===== config.mk =====
export PLATFORM = sky130hd
export DESIGN_NAME = mr_wb_arb
export DESIGN_NICKNAME = d
export VERILOG_FILES = /design/src/rtl/mr_wb_pkg.sv /design/src/rtl/mr_wb_txn_ctr.sv /design/src/rtl/mr_wb_arb.sv
export SDC_FILE = /design/constraint.sdc
export NUM_CORES = 1
export LEC_CHECK = 0
export ABC_AREA = 1
export CAP_MARGIN = 10
export CORE_MARGIN = 2
export CORE_UTILIZATION = 24
export DETAILED_ROUTE_END_ITERATION = 10
export PLACE_DENSITY_LB_ADDON = 0.15
export SLEW_MARGIN = 20
export SYNTH_ARGS = -nofsm -noshare
export SYNTH_HDL_FRONTEND = slang
export SYNTH_SLANG_ARGS = --single-unit
export TNS_END_PERCENT = 30

===== constraint.sdc =====
create_clock -name clk -period 1.92 [get_ports clk]
set_input_delay 0.384 -clock clk [delete_from_list [all_inputs] [get_ports clk]]
set_output_delay 0.384 -clock clk [all_outputs]
set_load 0.05 [all_outputs]

===== src/rtl/mr_wb_pkg.sv =====
// Shared types and bus widths for the two-master Wishbone arbiter.
`ifndef XLEN
`define XLEN 32
`endif
`ifndef XLEN_GRAN
`define XLEN_GRAN 2
`endif

package mr_wb_pkg;

  localparam int WB_DW   = `XLEN;
  localparam int WB_AW   = `XLEN - `XLEN_GRAN;
  localparam int WB_SELW = WB_DW / 8;

  // IDLE  : no owner, slave cycle low, waiting for a request
  // OWN0  : ifetch owns the slave port (pass-through)
  // OWN1  : load-store owns the slave port (pass-through)
  // DRAIN : owner preempted, no new strobes, collecting outstanding acks
  // GAP   : one idle cycle on the slave before handing over to the other master
  typedef enum logic [2:0] {
    IDLE,
    OWN0,
    OWN1,
    DRAIN,
    GAP
  } arb_state_e;

endpackage


===== src/rtl/mr_wb_txn_ctr.sv =====
// Outstanding-strobe counter: counts accepted strobes up, completions down,
// never wraps in either direction, and can be cleared when a tenure ends.
module mr_wb_txn_ctr #(
  parameter int MAX_OUTST = 4
) (
  input  logic                           clk,
  input  logic                           rst,
  input  logic                           clr,
  input  logic                           inc,
  input  logic                           dec,
  output logic [$clog2(MAX_OUTST+1)-1:0] count,
  output logic                           full,
  output logic                           zero
);

  localparam int CW = $clog2(MAX_OUTST + 1);

  logic up;
  logic dn;

  assign full = (count == CW'(MAX_OUTST));
  assign zero = (count == '0);
  // a completion with nothing outstanding is stray and must not underflow
  assign up   = inc & ~full;
  assign dn   = dec & ~zero;

  // count update; simultaneous accept and completion cancel out
  always_ff @(posedge clk) begin
    if (rst || clr) begin
      count <= '0;
    end else if (up && !dn) begin
      count <= count + CW'(1);
    end else if (dn && !up) begin
      count <= count - CW'(1);
    end
  end

endmodule


===== src/rtl/mr_wb_arb.sv =====
// Two-master to one-slave pipelined Wishbone arbiter with round-robin ties,
// outstanding-strobe limiting and starvation preemption of the current owner.
module mr_wb_arb
  import mr_wb_pkg::*;
#(
  parameter int AW           = WB_AW,
  parameter int DW           = WB_DW,
  parameter int MAX_OUTST    = 4,
  parameter int STARVE_LIMIT = 8
) (
  input  logic            clk,
  input  logic            rst,
  input  logic            m0_cyc_i,
  input  logic            m0_stb_i,
  input  logic            m0_we_i,
  input  logic [AW-1:0]   m0_adr_i,
  input  logic [DW-1:0]   m0_dat_i,
  input  logic [DW/8-1:0] m0_sel_i,
  output logic            m0_ack_o,
  output logic            m0_err_o,
  output logic            m0_stall_o,
  input  logic            m1_cyc_i,
  input  logic            m1_stb_i,
  input  logic            m1_we_i,
  input  logic [AW-1:0]   m1_adr_i,
  input  logic [DW-1:0]   m1_dat_i,
  input  logic [DW/8-1:0] m1_sel_i,
  output logic            m1_ack_o,
  output logic            m1_err_o,
  output logic            m1_stall_o,
  output logic            s_cyc_o,
  output logic            s_stb_o,
  output logic            s_we_o,
  output logic [AW-1:0]   s_adr_o,
  output logic [DW-1:0]   s_dat_o,
  output logic [DW/8-1:0] s_sel_o,
  input  logic            s_ack_i,
  input  logic            s_err_i,
  input  logic            s_stall_i
);

  localparam int CW = $clog2(MAX_OUTST + 1);
  localparam int SW = $clog2(STARVE_LIMIT + 1);

  arb_state_e    state;
  logic          owner;
  logic          last_owner;
  logic [SW-1:0] starve;

  logic          own_cyc;
  logic          own_stb;
  logic          other_cyc;
  logic          passing;
  logic          draining;
  logic          accept;
  logic          done;
  logic          release_bus;
  logic          ctr_clr;
  logic          full;
  logic          zero;
  logic          drain_done;
  logic          starve_hit;
  logic          pick;
  logic [CW-1:0] outst;

  assign own_cyc   = owner ? m1_cyc_i : m0_cyc_i;
  assign own_stb   = owner ? m1_stb_i : m0_stb_i;
  assign other_cyc = owner ? m0_cyc_i : m1_cyc_i;

  assign passing   = (state == OWN0) || (state == OWN1);
  assign draining  = (state == DRAIN);

  assign s_cyc_o   = (passing & own_cyc) | draining;
  assign s_stb_o   = passing & own_stb & ~full;
  assign s_we_o    = owner ? m1_we_i  : m0_we_i;
  assign s_adr_o   = owner ? m1_adr_i : m0_adr_i;
  assign s_dat_o   = owner ? m1_dat_i : m0_dat_i;
  assign s_sel_o   = owner ? m1_sel_i : m0_sel_i;

  assign m0_stall_o = ~(passing & ~owner) | s_stall_i | full;
  assign m1_stall_o = ~(passing &  owner) | s_stall_i | full;
  assign m0_ack_o   = (passing | draining) & ~owner & s_ack_i;
  assign m1_ack_o   = (passing | draining) &  owner & s_ack_i;
  assign m0_err_o   = (passing | draining) & ~owner & s_err_i;
  assign m1_err_o   = (passing | draining) &  owner & s_err_i;

  assign accept      = s_stb_o & ~s_stall_i;
  assign done        = s_ack_i | s_err_i;
  // dropping cyc aborts the tenure; anything still outstanding is forgotten
  assign release_bus = (passing | draining) & ~own_cyc;
  assign ctr_clr     = ~(passing | draining) | release_bus;
  assign drain_done  = zero | ((outst == CW'(1)) & done);
  // preempt on the strobe that brings the starvation count to its limit
  assign starve_hit  = accept & other_cyc & (starve == SW'(STARVE_LIMIT - 1));
  // on a tie, the master that did not hold the bus last wins
  assign pick        = (m0_cyc_i && m1_cyc_i) ? ~last_owner : m1_cyc_i;

  mr_wb_txn_ctr #(
    .MAX_OUTST(MAX_OUTST)
  ) u_txn_ctr (
    .clk  (clk),
    .rst  (rst),
    .clr  (ctr_clr),
    .inc  (accept),
    .dec  (done),
    .count(outst),
    .full (full),
    .zero (zero)
  );

  // ownership state machine: grant, pass-through, drain on starvation, gap
  always_ff @(posedge clk) begin
    if (rst) begin
      state      <= IDLE;
      owner      <= 1'b0;
      last_owner <= 1'b0;
      starve     <= '0;
    end else begin
      unique case (state)
        IDLE: begin
          if (m0_cyc_i || m1_cyc_i) begin
            owner      <= pick;
            last_owner <= pick;
            starve     <= '0;
            state      <= pick ? OWN1 : OWN0;
          end
        end
        OWN0, OWN1: begin
          if (!own_cyc) begin
            state <= IDLE;
          end else begin
            if (accept && other_cyc) starve <= starve + SW'(1);
            if (starve_hit) state <= DRAIN;
          end
        end
        DRAIN: begin
          if (!own_cyc) state <= IDLE;
          else if (drain_done) state <= GAP;
        end
        GAP: begin
          if (other_cyc) begin
            owner      <= ~owner;
            last_owner <= ~owner;
            starve     <= '0;
            state      <= owner ? OWN0 : OWN1;
          end else begin
            state <= IDLE;
          end
        end
        default: state <= IDLE;
      endcase
    end
  end

endmodule


==> flow_metrics.py <==
metrics = {
    "global_route": {
        "antenna_found_initial": 0,
        "overflow": 0,
        "grt_pass1_wl_um": 13000,
        "grt_max_degree": 71,
        "grt_pass1_vias": 2797,
        "track_usage_pct": 21.0,
    },
    "worst_setup_path": {
        "worstPathMaxFanout": 3,
        "required_ps": 1540,
        "critPathKind": "in -> out",
        "critPathLaunchType": "input port",
        "cp-end-kind": "output pin",
        "critPathArrivalTime_ps": 1450,
    },
    "floorplan": {
        "die_height_um": 89.2,
        "io_pins": 218,
        "core_area_mm2": 0.00714,
        "dieWidth_um": 89.2,
        "dieArea_mm2": 0.00795,
        "start_util_pct": 24.4,
        "num_rows": 31,
    },
    "clock_tree": {
        "postCtsHoldBufs": 0,
        "clk_path_buf_depth": 2,
        "cts_num_sinks": 11,
        "cts_tree": "done",
        "cts_root_buf": "clkbuf_8",
        "clk_latency_ps": 240,
        "path_clk_slew_ps": 50,
        "h-tree-depth": 1,
        "numCtsBuffers": 3,
    },
    "logic_synthesis": {
        "ys_warn_count": 0,
        "synth_nets": 501,
        "synth-async-reset-ratio_pct": 0,
        "ys_ff_latch": 11,
        "syn_avg_cell_area_um2": 4.95,
        "synth-main-ff-cell": "dfxtp_1",
        "syn-cell-area_mm2": 0.00174,
        "synth_seq_area_share_pct": 12.6,
        "synth_edf_count": 0,
        "syn_inst": 352,
        "synth.distinct_cells": 32,
    },
    "placed_design": {
        "placedInstanceArea_mm2": 0.00485,
        "io_buffers": 217,
        "dp.cells": 667,
        "gp_congestion": 0.887,
        "dp_hpwl_um": 7540,
    },
    "timing": {
        "hold_viol": 0,
        "finClkSkew_ps": 2.34,
        "final-max-slew-violation-count": 0,
        "fmax_ghz": 0.544,
        "rsz0062_at_grt": "true",
        "finalSetupViolCount": 0,
        "slew_headroom_pct": 75.8,
        "period_share_pct": 95.7,
        "finalCriticalPeriod_ps": 1840,
        "worst_pin_slew_ps": 360,
        "holdWs_ps": 490,
    },
    "power": {
        "leakage_nw": 2.38,
        "power_w": 0.00619,
        "cellPowerDensity_mw_per_mm2": 1250,
        "switching_share_pct": 53.2,
        "ir_worst_vdd_v": 0.000586,
        "p_clk_share_pct": 3.8,
        "p_int_w": 0.00290,
        "power.switching_w": 0.00329,
        "seq_power_share_pct": 5.8,
        "pwr-share-comb_pct": 90.4,
    },
    "layout": {
        "syn_to_final_growth_pct": 183,
        "nets": 723,
        "final_util_pct": 69.1,
        "final_cell_area_mm2": 0.00493,
        "drive_gt1_share_pct": 22.0,
        "layoutNonFillerInstCount": 672,
        "antenna_cells": 0,
    },
    "routing": {
        "initialDrtViolationCount": 78,
        "via_per_inst": 4.39,
        "drc_errors": 0,
        "wl_per_cell_um": 13.0,
        "first_pass_iters": 4,
        "routed_wl_um": 8740,
        "vias": 2948,
        "ant_nets": 0,
    },
    "status": {
        "run_status": "completed",
    },
    "run": {
        "timing.max_cap.violations": 0,
    },
    "min_path": {
        "min_path_type": "reg -> reg",
    },
}
## synthesized netlist by cell type, types with 3 or more instances
cell / instances / share of area, %
a21oi_1: 10 / 2.9
clkbuf_1: 12 / 2.6
dfxtp_1: 11 / 13
ha_1: 6 / 4.3
inv_1: 14 / 3.0
inv_2: 5 / 1.1
nand2_1: 226 / 49
nand2_2: 7 / 2.5
nand3_1: 10 / 2.9
nand4_1: 4 / 1.4
nor2_1: 19 / 4.1
nor2_2: 3 / 1.1
o21ai_0: 3 / 0.86
o22ai_1: 3 / 1.1
## kinds of logic after synthesis
kind of cell | count (synthesis) | share of synthesized area, %
DFF | 11 | 12.6
buffers and inverters | 34 | 7.83
AOI/OAI and AO/OA | 20 | 7.11
xor gates and xnor gates | 1 | 0.503
adders and majority gates | 6 | 4.31
and+or+nand+nor | 280 | 67.6
## routing by layer
layer / global-route usage (%) / vias up / part of all wire (%)
met4: 8.55 / 0 / 3.3
met2: 37.9 / 110 / 54
li1: - / 1522 / -
met3: 6.74 / 19 / 7.9
met5: 0 / - / 0
met1: 22.5 / 1297 / 35
## state kept, by name, indices dropped and copies added, names as in the netlist
name             flops
last_owner           1
u_txn_ctr.count      3
state                3
starve               4
## cells in the final DEF (no fill, tap or decap), drive strengths merged, types with 2 or more instances in the layout
master,n
nor2,23
a21oi,10
nand3,11
inv,19
clkdlybuf4s50,142
nand2,234
o22ai,3
buf,90
or2,2
nand4,5
clkbuf,4
ha,6
o21ai,4
dfxtp,11
nor3,4
## timing repair
| action | 4_1_cts | 5_1_grt |
|---|---|---|
| buffers inserted | 0 | 1 |
| gates resized for setup | 1 | 6 |
| cloned | 0 | 0 |
| endpoints found under the setup margin | 1 | 8 |
| pin swaps | 0 | 1 |
## power by group through the flow
| stage | sequential [W] | clock (W) | combinational, W |
|---|---|---|---|
| after CTS | 0.000354 | 0.000240 | 0.00560 |
| final | 0.000356 | 0.000238 | 0.00559 |
| after detailed placement | 0.000357 | 0 | 0.00558 |
| after global routing | 0.000363 | 0.000256 | 0.00588 |
| after floorplan | 0.000340 | 0 | 0.00282 |
| after global placement | 0.000354 | 0 | 0.00551 |
## metrics by stage
| stage | setup TNS (ps) | worst slack, ps |
|---|---|---|
| 3_5_place_dp | -102 | -102 |
| 4_1_cts | 0 | 29.7 |
| 3_3_place_gp | -75.7 | -75.7 |
| 2_1_floorplan | 0 | 15.4 |
| 6_report | 0 | 82.2 |
| 5_1_grt | -56.6 | -29.8 |
## critical path: stages
cell and delay (ps):
clkdlybuf4s50_1 500, inv_1 80, o21ai_4 140, inv_2 60, o22ai_2 130, buf_12 160
## final timing paths
kind,start,endpoint,slack (ps),cells after the start
hold / removal,u_txn_ctr.count[1],u_txn_ctr.count[1],490,2
setup reg to reg,u_txn_ctr.count[1],u_txn_ctr.count[2],210,10
setup / recovery,m0_cyc_i,s_cyc_o,80,6
hold reg to reg,u_txn_ctr.count[1],u_txn_ctr.count[1],490,2
## final cells by class
cell class	count	area, µm²
Timing Repair Buffer	232	3060
Fill cell	622	2210
Multi-Input combinational cell	307	1410
Sequential cell	11	223
Tap cell	99	124
Inverter	19	71.3
Clock buffer	4	45.0
No activity file was read; power rests on OpenSTA's default activity.
==> patch, RTL diff (config.mk and constraints unchanged) <==
`MAX_OUTST` is set to 4 in 2 places; all go to 2.
--- a/src/rtl/mr_wb_txn_ctr.sv
+++ b/src/rtl/mr_wb_txn_ctr.sv
@@ -2,5 +2,5 @@
 // never wraps in either direction, and can be cleared when a tenure ends.
 module mr_wb_txn_ctr #(
-  parameter int MAX_OUTST = 4
+  parameter int MAX_OUTST = 2
 ) (
   input  logic                           clk,
--- a/src/rtl/mr_wb_arb.sv
+++ b/src/rtl/mr_wb_arb.sv
@@ -6,5 +6,5 @@
   parameter int AW           = WB_AW,
   parameter int DW           = WB_DW,
-  parameter int MAX_OUTST    = 4,
+  parameter int MAX_OUTST    = 2,
   parameter int STARVE_LIMIT = 8
 ) (
Behaviour: not the same (a bounded check fails within 4 cycles, from zero or initial values and one cycle with rst high).
==> patch against the original RTL <==
- worst setup slack worse by 0.035 ns
- maximum frequency is 1.9% lower
- largest power group unchanged
- routed wire length is 4.4% higher
- design area is 4.4% lower
- utilization is 4.3 points higher
- the flow now finishes with violations (design-rule violations)
- critical endpoint unchanged
- total power is 4.7% lower
- sequential power is 9.6% lower
- count of clock-buffer cells in the layout is 1 lower
- hold slack better by 0.029 ns
- synthesized area is 8.0% lower
- clock skew is 0.00073 ns higher
- sequential cell count is 1 lower
- first-iteration DRC count is 100% higher
==> patch: results (changes against the original RTL) <==
The count of final setup violators was 0 (unchanged); the average footprint of a synthesized cell was 4.71 sq um (-4.7%). The number of detailed-routing iterations run before antenna repair was 10 (+6); the post-placement cell count was 626 (-6.1%). The number of fill cells in the layout is 481 (-23%), and the maximum number of pins on one net before global-route repair is 55 (-23%).

Maximum fanout count along the critical path: 3 (unchanged). The cell family contributing the most delay on the critical path is buffers and inverters. The logs give 0 (unchanged) for the number of warning messages in the yosys log and 854 um (+23%) for the met3 layer wire length in the routed design. The initial antenna violation count is 0 (unchanged). The worst clock skew is 0.00306 ns (+0.000725 ns). Ranked by total cell area, the synthesized netlist is headed by nand2_1 52%, dfxtp_1 12%, nor2_1 5.2%. The share of cells above drive strength 1 came out at 19.7% (-2.3 points). For the diode insertion count for antenna repair, the log shows 0 (unchanged). The largest vdd supply drop was 0.663 mV (+13%); the via total after detailed routing was 2917 (-1.1%). The logs give 159 (+100%) for the initial DRC count and 0.23 ns for the clock network latency to the later pin of the worst-skew pair. The largest registers in the layout are starve x4, state x3, u_txn_ctr.count x2. The buffer cell driving the clock tree root is clkbuf_8. For the total routing usage reported by global routing, the log shows 23.6% (+2.6 points). For this design, the slowest cell found on the critical path is clkdlybuf4s50_1.

The via count of the first global-routing pass was 2848 (+1.8%). The total detailed-routing wirelength was 9130 um (+4.4%); the total CTS buffers was 3 (unchanged). The switching fraction of total power was 53.2% (about the same). On the worst path, the slowest cell contributes a delay of 0.51 ns. The wire length of the first global-routing pass is 13700 um (+5.3%). The half-perimeter wire length after placement is 8090 um (+7.2%). Final-stage net count: 703 (-2.8%). Routed via count divided by cell count: 4.63 (+5.5%). The min-delay analysis places its worst path in the category reg -> reg.

For the worst slack on hold paths, the log shows 0.519 ns (+0.0288 ns). The part of the Yosys area used for sequential elements came out at 12.5% (-0.15 points). The tools report the net count of the mapped netlist as 488 (-2.6%).

For flop-to-flop paths, the worst setup slack is 0.20 ns. The port buffer count is 217 (unchanged), and the worst path arrival time is 1.49 ns (+0.04 ns). For the detailed-route wire length on metal 1, the log shows 2890 um (-4.8%). Number of design rule violations left after detail routing: 10 (+10). The sum of met2 wire segment lengths after detailed routing was 4980 um (+5.4%); the maximum level of the CTS H-tree was 1 (unchanged).

The run finished, with violations left. Signal routing reaches up to met4. Static leakage power: 2.28 nW (-4.3%). By count the netlist is led by 222 x nand2_1, 22 x nor2_1, 18 x inv_1. The checks that failed: design-rule violations.

The normalized max-slew margin is 77.2% (+1.4 points), and the number of distinct library cell variants in the gate-level netlist after synthesis is 25 (-22%). The final weighted congestion in routability-driven placement is 0.914 (+3.1%), and the clock-pin slew reported for the worst setup and hold paths after clock tree synthesis is 0.04 ns. The share of synthesized registers carrying an async set or reset came out at 0% (unchanged).
patch: cell type report:
class                   instances  share of cell area, %
well taps                      77                   2.04
clock buffers                   3                  0.876
inverters                      20                   1.59
multi-input cells             295                   27.0
flip-flops and latches         10                   4.38
repair buffers                225                   64.1
patch: power groups by stage:
| stage | registers [W] | logic [W] | clock network (W) |
|---|---|---|---|
| after global routing | 0.000330 | 0.00562 | 0.000234 |
| after global placement | 0.000314 | 0.00530 | 0 |
| final | 0.000322 | 0.00536 | 0.000213 |
| after CTS | 0.000316 | 0.00539 | 0.000215 |
| after detailed placement | 0.000317 | 0.00536 | 0 |
| after floorplan | 0.000296 | 0.00263 | 0 |
patch: path summary, 6_finish.rpt:
| path | start | endpoint | cells past startpoint |
|---|---|---|---|
| min reg2reg | u_txn_ctr.count[1]$_SDFFE_PP0P_ | u_txn_ctr.count[1]$_SDFFE_PP0P_ | 2 |
| max | m1_cyc_i | s_cyc_o | 7 |
| min | u_txn_ctr.count[1]$_SDFFE_PP0P_ | u_txn_ctr.count[1]$_SDFFE_PP0P_ | 2 |
| max reg2reg | u_txn_ctr.count[0]$_SDFFE_PP0P_ | u_txn_ctr.count[1]$_SDFFE_PP0P_ | 11 |
patch: worst reg2reg max path, delay by kind of cell (launching register included):
kind / cells / cell delay [ns]
DFF: 1 / 0.34
AOI/OAI and AO/OA: 3 / 0.30
adders and majority gates: 2 / 0.49
and+or+nand+nor: 5 / 0.43
buffers and inverters: 1 / 0.06
patch: layer usage:
layer / global-route usage, % / vias up
met5: 0 / -
met4: 8.80 / 0
met3: 7.22 / 28
met2: 47.2 / 178
met1: 22.2 / 1249
li1: - / 1462
patch: kinds of logic (layout without fill, tap and decap cells):
group	Yosys count	after routing	share of synthesized area, %
AND/OR/NAND/NOR	272	272	67.7
buffers and inverters	35	248	8.90
AO/OA/AOI/OAI	17	17	6.48
flip-flops	10	10	12.5
adder cells (fa/ha/maj)	5	5	3.90
XOR/XNOR	1	1	0.547
patch: metrics by stage:
step	setup TNS, ns	instance area (sq um)	setup WS, ns
floorplan	-0.0729	1600	-0.0364
global placement	0	4650	0.0498
detailed placement	-0.0563	4650	-0.0348
CTS	0	4700	0.0341
global route	-0.0155	4710	-0.0106
finish	0	4710	0.0470
patch: repair_timing:
action,4_1_cts,5_1_grt
buffers inserted,1,0
setup endpoints to repair,1,8
gates resized for setup,2,7
pin swaps,1,0
